[src/rtl/audio_byte_fifo.sv]
// audio_byte_fifo
//   Single-clock, first-word-fall-through FIFO that sits between the host-side
//   byte writer and the I2S sample assembler. The head entry is always visible
//   on rd_data_o, so a consumer holding rd_en_i high pops one byte per clock.
//
// Ports
//   clk_i        : clock; all state updates on its rising edge
//   reset_i      : asynchronous, active-high; clears pointers and occupancy
//   wr_en_i      : write request, accepted only while wr_full_o is low
//   wr_data_i    : byte stored on an accepted write
//   wr_awfull_o  : almost full, occupancy >= DEPTH-1
//   wr_full_o    : occupancy == DEPTH
//   rd_en_i      : pop request, accepted only while rd_empty_o is low
//   rd_data_o    : current head entry (don't-care while rd_empty_o is high)
//   rd_empty_o   : occupancy == 0
module audio_byte_fifo #(
  parameter int DSIZE = 8,
  parameter int ASIZE = 4
) (
  input  logic             clk_i,
  input  logic             reset_i,
  input  logic             wr_en_i,
  input  logic [DSIZE-1:0] wr_data_i,
  output logic             wr_awfull_o,
  output logic             wr_full_o,
  input  logic             rd_en_i,
  output logic [DSIZE-1:0] rd_data_o,
  output logic             rd_empty_o
);

  localparam int DEPTH = 1 << ASIZE;

  // Occupancy thresholds expressed in the ASIZE+1 bit count domain.
  localparam logic [ASIZE:0] FULL_CNT  = {1'b1, {ASIZE{1'b0}}};
  localparam logic [ASIZE:0] AFULL_CNT = {1'b0, {ASIZE{1'b1}}};

  logic [DSIZE-1:0] mem_q [DEPTH];

  logic [ASIZE-1:0] wptr_q, wptr_d;
  logic [ASIZE-1:0] rptr_q, rptr_d;
  logic [ASIZE:0]   cnt_q,  cnt_d;
  logic             wr_acc;
  logic             rd_acc;

  // Acceptance uses the registered flags, so a full FIFO with both requests
  // active only pops, and an empty FIFO with both requests active only pushes.
  always_comb begin
    wr_acc = wr_en_i & ~wr_full_o;
    rd_acc = rd_en_i & ~rd_empty_o;
    wptr_d = wptr_q;
    rptr_d = rptr_q;
    cnt_d  = cnt_q;
    if (wr_acc) wptr_d = wptr_q + 1'b1;
    if (rd_acc) rptr_d = rptr_q + 1'b1;
    case ({wr_acc, rd_acc})
      2'b10:   cnt_d = cnt_q + 1'b1;
      2'b01:   cnt_d = cnt_q - 1'b1;
      default: cnt_d = cnt_q;
    endcase
  end

  always_ff @(posedge clk_i or posedge reset_i) begin
    if (reset_i) begin
      wptr_q <= '0;
      rptr_q <= '0;
      cnt_q  <= '0;
    end else begin
      wptr_q <= wptr_d;
      rptr_q <= rptr_d;
      cnt_q  <= cnt_d;
    end
  end

  // Storage carries no reset; stale contents are unreachable once the
  // pointers and count are cleared.
  always_ff @(posedge clk_i) begin
    if (wr_acc) mem_q[wptr_q] <= wr_data_i;
  end

  // Fall-through read: head entry is presented combinationally.
  assign rd_data_o = mem_q[rptr_q];

  assign rd_empty_o  = (cnt_q == '0);
  assign wr_full_o   = (cnt_q == FULL_CNT);
  assign wr_awfull_o = (cnt_q >= AFULL_CNT);

endmodule

[config.mk]
export PLATFORM = sky130hd
export DESIGN_NAME = audio_byte_fifo
export DESIGN_NICKNAME = d
export VERILOG_FILES = /design/src/rtl/audio_byte_fifo.sv
export SDC_FILE = /design/constraint.sdc
export NUM_CORES = 1
export LEC_CHECK = 0
export ABC_CLOCK_PERIOD_IN_PS = 3000
export BUFFER_PORTS_ARGS = -buffer_cell sky130_fd_sc_hd__buf_2
export CAP_MARGIN = 20
export CORE_MARGIN = 10
export CORE_UTILIZATION = 39
export DETAILED_ROUTE_END_ITERATION = 6
export PLACE_DENSITY_LB_ADDON = 0.08
export SLEW_MARGIN = 5
export SYNTH_ARGS = -nofsm -noshare
export SYNTH_HDL_FRONTEND = slang
export SYNTH_SLANG_ARGS = --single-unit
[constraint.sdc]
create_clock -name clk_i -period 3 [get_ports clk_i]
set_input_delay 0.9 -clock clk_i [delete_from_list [all_inputs] [get_ports clk_i]]
set_output_delay 0.9 -clock clk_i [all_outputs]
set_load 0.03 [all_outputs]
# After elaboration in Yosys (flattened, before gate mapping)

Memories as Yosys holds them, arrays and structs flattened.
Index checks and enable logic that the tools add are counted.

Bits in registers: 13
RAM bits: 128
Input port bits: 12
Output and inout port bits: 11
Word-level logic and storage cells: 21
Memories kept: 1

Memory list:

| memory | depth | width | read ports | clocked after memory_dff | write ports | RTL line | RTL |
|---|---|---|---|---|---|---|---|
| mem_q  | 16    | 8     | 1          | 0                        | 1           | 37       | `logic [DSIZE-1:0] mem_q [DEPTH];` |

Add/subtract/negate cells: 4
$lt $le $gt $ge: 1
Eq/ne operators: 3
Multiplexer cells: 3
Bitwise logic cells: 4
Reductions and logical operators: 2

Operators by type and width:

| cell                                                                                 | number |
|---|---|
| 5-bit case mux with 2 select lines                                                   | 1 |
| 4-bit by 1-bit adder with 4-bit output (second input constant)                       | 2 |
| 5-bit by 1-bit adder with 5-bit output (second input constant)                       | 1 |
| 5-bit == test (second input constant)                                                | 1 |
| 5-bit by 4-bit greater-or-equal comparator with 1-bit output (second input constant) | 1 |
| 5-bit logical NOT                                                                    | 1 |
| 5-bit by 1-bit subtractor with 5-bit output (second input constant)                  | 1 |
| 1-bit AND                                                                            | 2 |
| 2-bit by 1-bit == test with 1-bit output (second input constant)                     | 1 |
| 2-bit == test (second input constant)                                                | 1 |
| 1-bit 2-to-1 mux                                                                     | 2 |
| 1-bit NOT                                                                            | 2 |
| 2-bit nonzero test                                                                   | 1 |

# Longest topological paths before layout

Gate-level depths: netlist of run 1.

Depth after elaboration: 5
Mapped depth: 13
Depth with buffers taken out: 12

# Worst setup path after synthesis of run 1

OpenSTA, ideal clock, no wires.

Path type: register to register
From: reg cnt_q[0]
To: reg cnt_q[4]
Setup time: 123 ps
Data arrival time: 2606 ps
Data required time: 2877 ps
Slack: 271 ps
Cell stages (with the launch flop): 12
Path buffers: 1
Clock period less this slack: 2729 ps
Path through: dfrtp_1 nor4_2 and2b_1 nor2b_1 buf_6 ha_1 ha_1 nor2b_1 o21ai_1 a21oi_1 or3b_1 xnor2_1

Cells in the longest elaborated chain, start to end: 5
Elaborated cells between the ends (all ways): 12

Ends and longest elaborated chain:

| what                                                                             | RTL line | RTL |
|---|---|---|
| start: declaration                                                               | 41       | `logic [ASIZE:0] cnt_q, cnt_d;` |
| start signal: assignment                                                         | 70       | `cnt_q <= cnt_d;` |
| 5-bit logical NOT *                                                              | 83       | `assign rd_empty_o = (cnt_q == '0);` |
| via rd_empty_o                                                                   | 28       | `output logic rd_empty_o` |
| 1-bit NOT *                                                                      | 49       | `rd_acc = rd_en_i & ~rd_empty_o;` |
| 1-bit AND *                                                                      | 49       |  |
| via rd_acc                                                                       | 43       | `logic rd_acc;` |
| 2-bit by 1-bit == test with 1-bit output / 2-bit == test (equally long branches) | 55       | `case ({wr_acc, rd_acc})` |
| 5-bit case mux with 2 select lines / 2-bit nonzero test (equally long branches)  | n/a      |  |

The timed path passes the listed nets; every way through them passes the cells marked *.
A chain may end at the register's enable or synchronous reset.

# Worst setup path in the final report of run 1

From: reg rptr_q[0]
To: out rd_data_o[2]

Cells in the longest elaborated chain, start to end: 1

Ends and longest elaborated chain:

| what                     | RTL line | RTL |
|---|---|---|
| start: declaration       | 40       | `logic [ASIZE-1:0] rptr_q, rptr_d;` |
| start signal: assignment | 69       | `rptr_q <= rptr_d;` |
| memory 16 x 8 bit        | n/a      |  |
| end: declaration         | 27       | `output logic [DSIZE-1:0] rd_data_o,` |

No other way between the ends.

==> reports/qor.yml, run 1 <==
sta:
  period_minus_slack_ps: 3050
  period_share_pct: 102
  final-hold-violation-count: 0
  relSlewSlack_pct: 61.1
  setup_viol_count_final: 2
  maxSlewViolCount: 0
  max_freq_mhz: 327
  fin_ws_ps: -53.6
  max_slew.worst_pin.slew_ps: 582
  rsz0062_at_grt: "true"
  fin_skew_ps: 9.26
drt:
  route.met2.wl_um: 5730
  vias: 2996
  wl_per_cell_um: 20.4
  drt_iter0_drc: 219
  met1_length_um: 5700
  dr.pass1.iters: 5
  drtAntennaViolNets: 0
  highest_layer: "met4"
  wl_met3_um: 353
  finalWirelength_um: 12000
  drcViolationCount: 0
  via_per_inst: 5.10
setup_path:
  critPathBufInv: 3
  crit_path_start_kind: "register"
  cp.required_ps: 2100
  critical_path.top_delay_family: "buffers and inverters"
  worstPathMaxFanout: 7
  cpPeakStageDelay_ps: 460
  reg2reg_depth: 12
  crit_slowest_cell: "dfrtp_2"
  endpoint_kind: "output pin"
  cp.arrival_ps: 2150
  path_cells: "buf_12, buf_16, mux2_1, o21ai_1, a21oi_2, a22oi_1, nand2_1, buf_6"
  crit_type: "register to output pin"
  crit_cells: 8
die:
  die_h_um: 142
  dieWidth_um: 142
  dieArea_um2: 20300
  rows: 44
  core_area_um2: 14600
  start_util_pct: 40.0
  io_pins: 23
logic_synthesis:
  avgSynthCellArea_um2: 17.5
  ys.flop_type: "edfxtp_1"
  yosysMostFrequentCell: "edfxtp_1"
  synth_area_leaders: "edfxtp_1 66%, mux4_2 6.2%, dfrtp_1 5.6%"
  ys_seq_area_share_pct: 71.4
  synth-compound-area-share_pct: 5.74
  mappedNetlistArea_um2: 5840
  yosys.area_share.simple_pct: 3.90
  synth-adder-area-share_pct: 2.27
  synthCells: 334
  yosysTopAreaCellShare_pct: 65.8
  synth_fp_nets: 356
  yosysUniqueCellTypes: 36
  async_flop_share_pct: 9.22
  synth_edf_count: 128
  synth_seq_cells: 141
  synthXorXnorAreaFrac_pct: 1.50
  synth.area.mux_share_pct: 12.3
  synth_top_cell_by_area: "edfxtp_1"
  yosys-top-cells-count: "128 x edfxtp_1, 25 x mux2i_1, 18 x nand2_1"
  ys_warn_count: 0
  synth_top_family_by_area: "multiplexers"
final_layout:
  n_antenna_cell: 0
  synthToLayoutAreaGrowth_pct: 20.4
  layout.nets: 413
  final_util_pct: 48.2
  stdcell_count: 588
  fillers: 1260
  regArea_um2: 4170
  multi_input_comb_area_um2: 1550
  drive_gt1_share_pct: 30.2
global_routing:
  grt_max_degree: 19
  grt.overflow.total: 0
  antenna_found_initial: 0
  first_global_vias: 3142
  grt_pass1_wl_um: 18800
  grtUsageTotal_pct: 12.5
cts:
  cts-root-buf: "clkbuf_16"
  insertion_delay_ps: 420
  cts_buffer_depth: 2
  clock_sinks: 141
  postCtsHoldBufs: 0
  h-tree-depth: 4
  cts_tree: "done"
  cts_buffers: 17
  clk_pin_slew_ps: 60
place:
  gp_congestion: 0.768
  hpwl_um: 7910
  io_buffers: 22
  dp_cells: 549
power_and_ir_drop:
  power_density_nw_per_um2: 1040
  ir_drop_mv: 0.440
  p_leak_nw: 2.53
worst_hold_path:
  min_path_type: "register to register"
  min_path_cells: 1
flow_run:
  drv_cap: 0
run_status:
  status: "complete, but fails checks"
  violations: "negative setup slack"
[what timing repair did]
action                     CTS  global route
gates resized for setup     22            14
setup buffers                3             2
gates cloned                 2             0
setup endpoints to repair    8             8
pin swaps                    8             8
[area by class of cell]
cell class	instances	area share (%)
repair buffers	56	7.08
flip-flops and latches	141	59.3
clock inverters	9	1.35
inverters	9	0.480
well taps	184	3.27
multi-input cells	166	22.1
clock buffers	23	6.37
[worst reg2reg max path: stages, from the launching register on]
cell and delay, ps:
dfrtp_1 440, nor4_2 310, nand2_1 90, and2_1 170, inv_1 50, ha_1 220, inv_1 110, fa_1 400
nor2b_1 130, o21ai_1 80, nand3_1 70, or3b_1 350, xnor2_1 130
[per-stage QoR]
stage	TNS [ps]	setup slack (ps)	hold WS (ps)	cell area [um2]	power (mW)
global route	-501	-125	576	7030	7.71
global placement	0	219	526	6270	4.99
detailed placement	0	180	527	6270	5.01
finish	-63.3	-53.6	524	7030	7.34
floorplan	0	271	481	5840	4.33
CTS	-80.0	-36.3	535	6970	7.30
[placed cells by master, fill, tap and decap left out, types with 7 or more instances in the layout]
| cell type | netlist | final |
|---|---|---|
| o21ai_0 | 13 | 8 |
| buf_2 | 4 | 14 |
| a221oi_2 | 6 | 7 |
| xnor2_1 | 7 | 7 |
| edfxtp_1 | 128 | 128 |
| dfrtp_1 | 13 | 10 |
| inv_1 | 9 | 9 |
| buf_4 | 0 | 30 |
| mux4_2 | 16 | 16 |
| mux2i_1 | 25 | 25 |
| clkbuf_16 | 0 | 17 |
| nand2_1 | 18 | 17 |
| ha_1 | 9 | 9 |
| nor2_1 | 12 | 12 |
| o21ai_1 | 7 | 10 |
[flip-flops by register name, indices dropped and copies added, names as in the netlist]
name	cells
mem_q	128
cnt_q	5
wptr_q	4
rptr_q	4
[per-layer routing]
layer  GRT usage (%)  up-vias
met5               0        -
li1                -     1416
met4            5.32        0
met3            3.34       17
met2            19.1       40
met1            16.5     1523
[kinds of logic after synthesis]
kind of cell	after synthesis
multiplexers	50
flip-flops	141
AO/OA/AOI/OAI	48
buffers and inverters	27
XOR/XNOR	10
adder cells (fa/ha/maj)	10
AND/OR/NAND/NOR	48
[worst paths after layout]
kind                            from           end  slack (ps)
hold / removal              cnt_q[4]      cnt_q[4]         520
hold reg to reg             cnt_q[4]      cnt_q[4]         520
max in group asynchronous    reset_i     rptr_q[2]        2050
setup / recovery           rptr_q[0]  rd_data_o[2]         -50
setup reg to reg            cnt_q[0]      cnt_q[4]         320
min in group asynchronous    reset_i     rptr_q[0]         540
[where the power goes]
part,switching [mW],internal (mW),leakage (nW),total (mW)
clock,0.741,1.21,0.264,1.95
sequential,0.216,2.42,1.31,2.64
combinational,1.49,1.26,0.962,2.75
total,2.45,4.89,2.53,7.34
No activity file was read; power rests on OpenSTA's default activity.
==> inputs of run 2 (changes only) <==
--- a/config.mk
+++ b/config.mk
@@ -5,13 +5,14 @@
 export SDC_FILE = /design/constraint.sdc
 export NUM_CORES = 1
 export LEC_CHECK = 0
-export ABC_CLOCK_PERIOD_IN_PS = 3000
+export ABC_CLOCK_PERIOD_IN_PS = 2900
 export BUFFER_PORTS_ARGS = -buffer_cell sky130_fd_sc_hd__buf_2
 export CAP_MARGIN = 20
 export CORE_MARGIN = 10
 export CORE_UTILIZATION = 39
 export DETAILED_ROUTE_END_ITERATION = 6
 export PLACE_DENSITY_LB_ADDON = 0.08
+export SKIP_CTS_REPAIR_TIMING = 1
 export SLEW_MARGIN = 5
 export SYNTH_ARGS = -nofsm -noshare
 export SYNTH_HDL_FRONTEND = slang
==> constraint.sdc (replaced) <==
create_clock -name clk_i -period 2.9 [get_ports clk_i]
set_input_delay 0.87 -clock clk_i [delete_from_list [all_inputs] [get_ports clk_i]]
set_output_delay 0.87 -clock clk_i [all_outputs]
set_load 0.03 [all_outputs]
==> run 2 against run 1 <==
Against the previous run: the flow still finishes with violations (negative setup slack); sequential share of layout area did not move; combinational power rose by 3%; die area did not move; utilization did not move; cell count rose by 0.17%; routed wire length fell by 2.0%; sequential cell count did not move; first-iteration DRC count fell by 9.6%; count of clock-buffer cells in the layout fell by 3.
==> reports/qor.yml, run 2 (synthesis gave the netlist of run 1 again) <==
run_status:
  status: "complete, but fails checks"  # unchanged
  violations: "negative setup slack"  # unchanged
drt:
  drcViolationCount: 0  # unchanged
  drt_iter0_drc: 198  # was 219
  wl_per_cell_um: 20.0  # was 20.4 um
  via_per_inst: 5.09  # was 5.10
  drtAntennaViolNets: 0  # unchanged
  dr.pass1.iters: 6  # was 5
  finalWirelength_um: 11800  # was 12000 um
  vias: 2997  # was 2996
sta:
  maxSlewViolCount: 0  # unchanged
  relSlewSlack_pct: 60.9  # was 61.1%
  max_slew.worst_pin.slew_ps: 586  # was 582 ps
  setup_viol_count_final: 8  # was 2
  fin_skew_ps: 4.58  # was 9.26 ps
  final-hold-violation-count: 0  # unchanged
  period_share_pct: 103
  fin_ws_ps: -83.4  # was -53.6 ps
  period_minus_slack_ps: 2980
  rsz0062_at_grt: "true"  # unchanged
  max_freq_mhz: 335
die:
  die_h_um: 142  # unchanged
  start_util_pct: 40.0  # unchanged
  rows: 44  # unchanged
  core_area_um2: 14600  # unchanged
  io_pins: 23  # unchanged
  dieArea_um2: 20300  # unchanged
  dieWidth_um: 142  # unchanged
cts:
  cts_tree: "done"  # unchanged
  clk_pin_slew_ps: 50  # was 60 ps
  clock_sinks: 141  # unchanged
  h-tree-depth: 4  # unchanged
  cts_buffer_depth: 2  # unchanged
  cts-root-buf: "clkbuf_16"  # unchanged
  insertion_delay_ps: 410  # was 420 ps
  cts_buffers: 17  # unchanged
power_and_ir_drop:
  combPwrFrac_pct: 37.6  # was 37.5%
  switching_share_pct: 33.1  # was 33.3%
  power_density_nw_per_um2: 1070  # was 1040 nW/um2
  clkPwrFrac_pct: 26.3  # was 26.6%
  ir_drop_mv: 0.426  # was 0.440 mV
  power.total_mw: 7.56  # was 7.34 mW
  p_seq_share_pct: 36.0  # was 35.9%
  p_leak_nw: 2.53  # about the same
  p_switching_mw: 2.50  # was 2.45 mW
  p_int_mw: 5.06  # was 4.89 mW
setup_path:
  crit_type: "register to output pin"  # unchanged
  crit_path_start_kind: "register"  # unchanged
  endpoint_kind: "output pin"  # unchanged
  cp.arrival_ps: 2110  # was 2150 ps
  worstPathMaxFanout: 8  # was 7
  cp.required_ps: 2030  # was 2100 ps
flow_run:
  drv_cap: 0  # unchanged
place:
  hpwl_um: 8040  # was 7910 um
  gp_congestion: 0.784  # was 0.768
  io_buffers: 22  # unchanged
  dp_cells: 553  # was 549
final_layout:
  n_antenna_cell: 0  # unchanged
  layout.nets: 416  # was 413
  fillers: 1217  # was 1260
  synthToLayoutAreaGrowth_pct: 20.4  # unchanged
  top_register: "mem_q"  # unchanged
  final_common_cell: "edfxtp_1"  # unchanged
  layout_common_cells: "128 x edfxtp_1, 32 x buf_4, 25 x mux2i_1, 19 x clkbuf_16"  # was 128 x edfxtp_1, 30 x buf_4, 25 x mux2i_1, 17 x nand2_1, 17 x clkbuf_16
  stdcell_count: 589  # was 588
  reg_top3: "mem_q (128), cnt_q (5)"  # unchanged
  drive_gt1_share_pct: 30.4  # was 30.2%
  largest_reg_flops: 128  # unchanged
global_routing:
  first_global_vias: 3045  # was 3142
  antenna_found_initial: 0  # unchanged
  grtUsageTotal_pct: 12.1  # was 12.5%
  grt_max_degree: 22  # was 19
  grt_pass1_wl_um: 18100  # was 18800 um
  grt.overflow.total: 0  # unchanged
worst_hold_path:
  min_path_type: "input pin to asynchronous set/reset pin"  # was register to register
run 2: cell count changes in the layout (fill, tap and decap cells not counted), moves of 3 or more:
| cell | previous run | this run |
|---|---|---|
| clkbuf_1 | 6 | 3 |
| a21oi_1 | 6 | 10 |
| a22oi_1 | 4 | 0 |
| a21oi_2 | 4 | 0 |
| o21ai_1 | 10 | 13 |
| buf_6 | 6 | 9 |
| a22oi_2 | 4 | 8 |
run 2: worst max-delay path, stage by stage, from the launching register on:
cell and delay [ps]:
dfrtp_2 440, buf_6 150, buf_12 140, mux4_2 550
a22oi_2 170, nand2_1 100, buf_6 150
run 2: through the flow:
step           utilization (%)  setup slack [ps]  instance area, um2  setup TNS, ps  hold WS, ps
2_1_floorplan                -               171                5840              0          481
5_1_grt                   48.2              -169                7030          -1200          537
6_report                  48.2             -83.4                7030           -414          517
3_3_place_gp              43.2               152                6300              0          518
3_5_place_dp              43.2              78.1                6300              0          536
4_1_cts                   46.9              -220                6840          -1340          515
run 2: final timing paths:
check | from | to | slack, ps | cells past startpoint
worst min register to register | cnt_q[4] | cnt_q[4] | 530 | 1
min in group clk_i | cnt_q[4] | cnt_q[4] | 530 | 1
worst max-delay path | rptr_q[0] | rd_data_o[5] | -80 | 6
max in group asynchronous | reset_i | rptr_q[2] | 1970 | 2
worst min-delay path | reset_i | rptr_q[3] | 520 | 2
worst max register to register | cnt_q[1] | cnt_q[4] | 190 | 12
run 2: area by class of cell:
class	count	area [um2]	share of cell area (%)
clock inverters	10	100	1.42
clock buffers	20	437	6.21
well taps	184	230	3.27
inverters	9	33.8	0.480
repair buffers	59	502	7.14
flip-flops and latches	141	4170	59.3
multi-input cells	166	1560	22.1
run 2: power by group through the flow:
stage	combinational (mW)	sequential [mW]	clock (mW)
4_1_cts	2.46	2.73	2.04
3_5_place_dp	2.45	2.77	0
2_1_floorplan	1.85	2.63	0
5_1_grt	3.08	2.76	2.12
6_report	2.84	2.72	1.99
3_3_place_gp	2.44	2.77	0
run 2: layer usage:
layer | vias to the layer above | routed length (um) | GRT usage (%) | share of wire [%]
li1 | 1423 | - | - | -
met5 | - | 0 | 0 | 0
met4 | 0 | 153 | 4.31 | 1.3
met3 | 14 | 330 | 3.74 | 2.8
met1 | 1517 | 5450 | 15.5 | 46
met2 | 43 | 5820 | 18.9 | 49
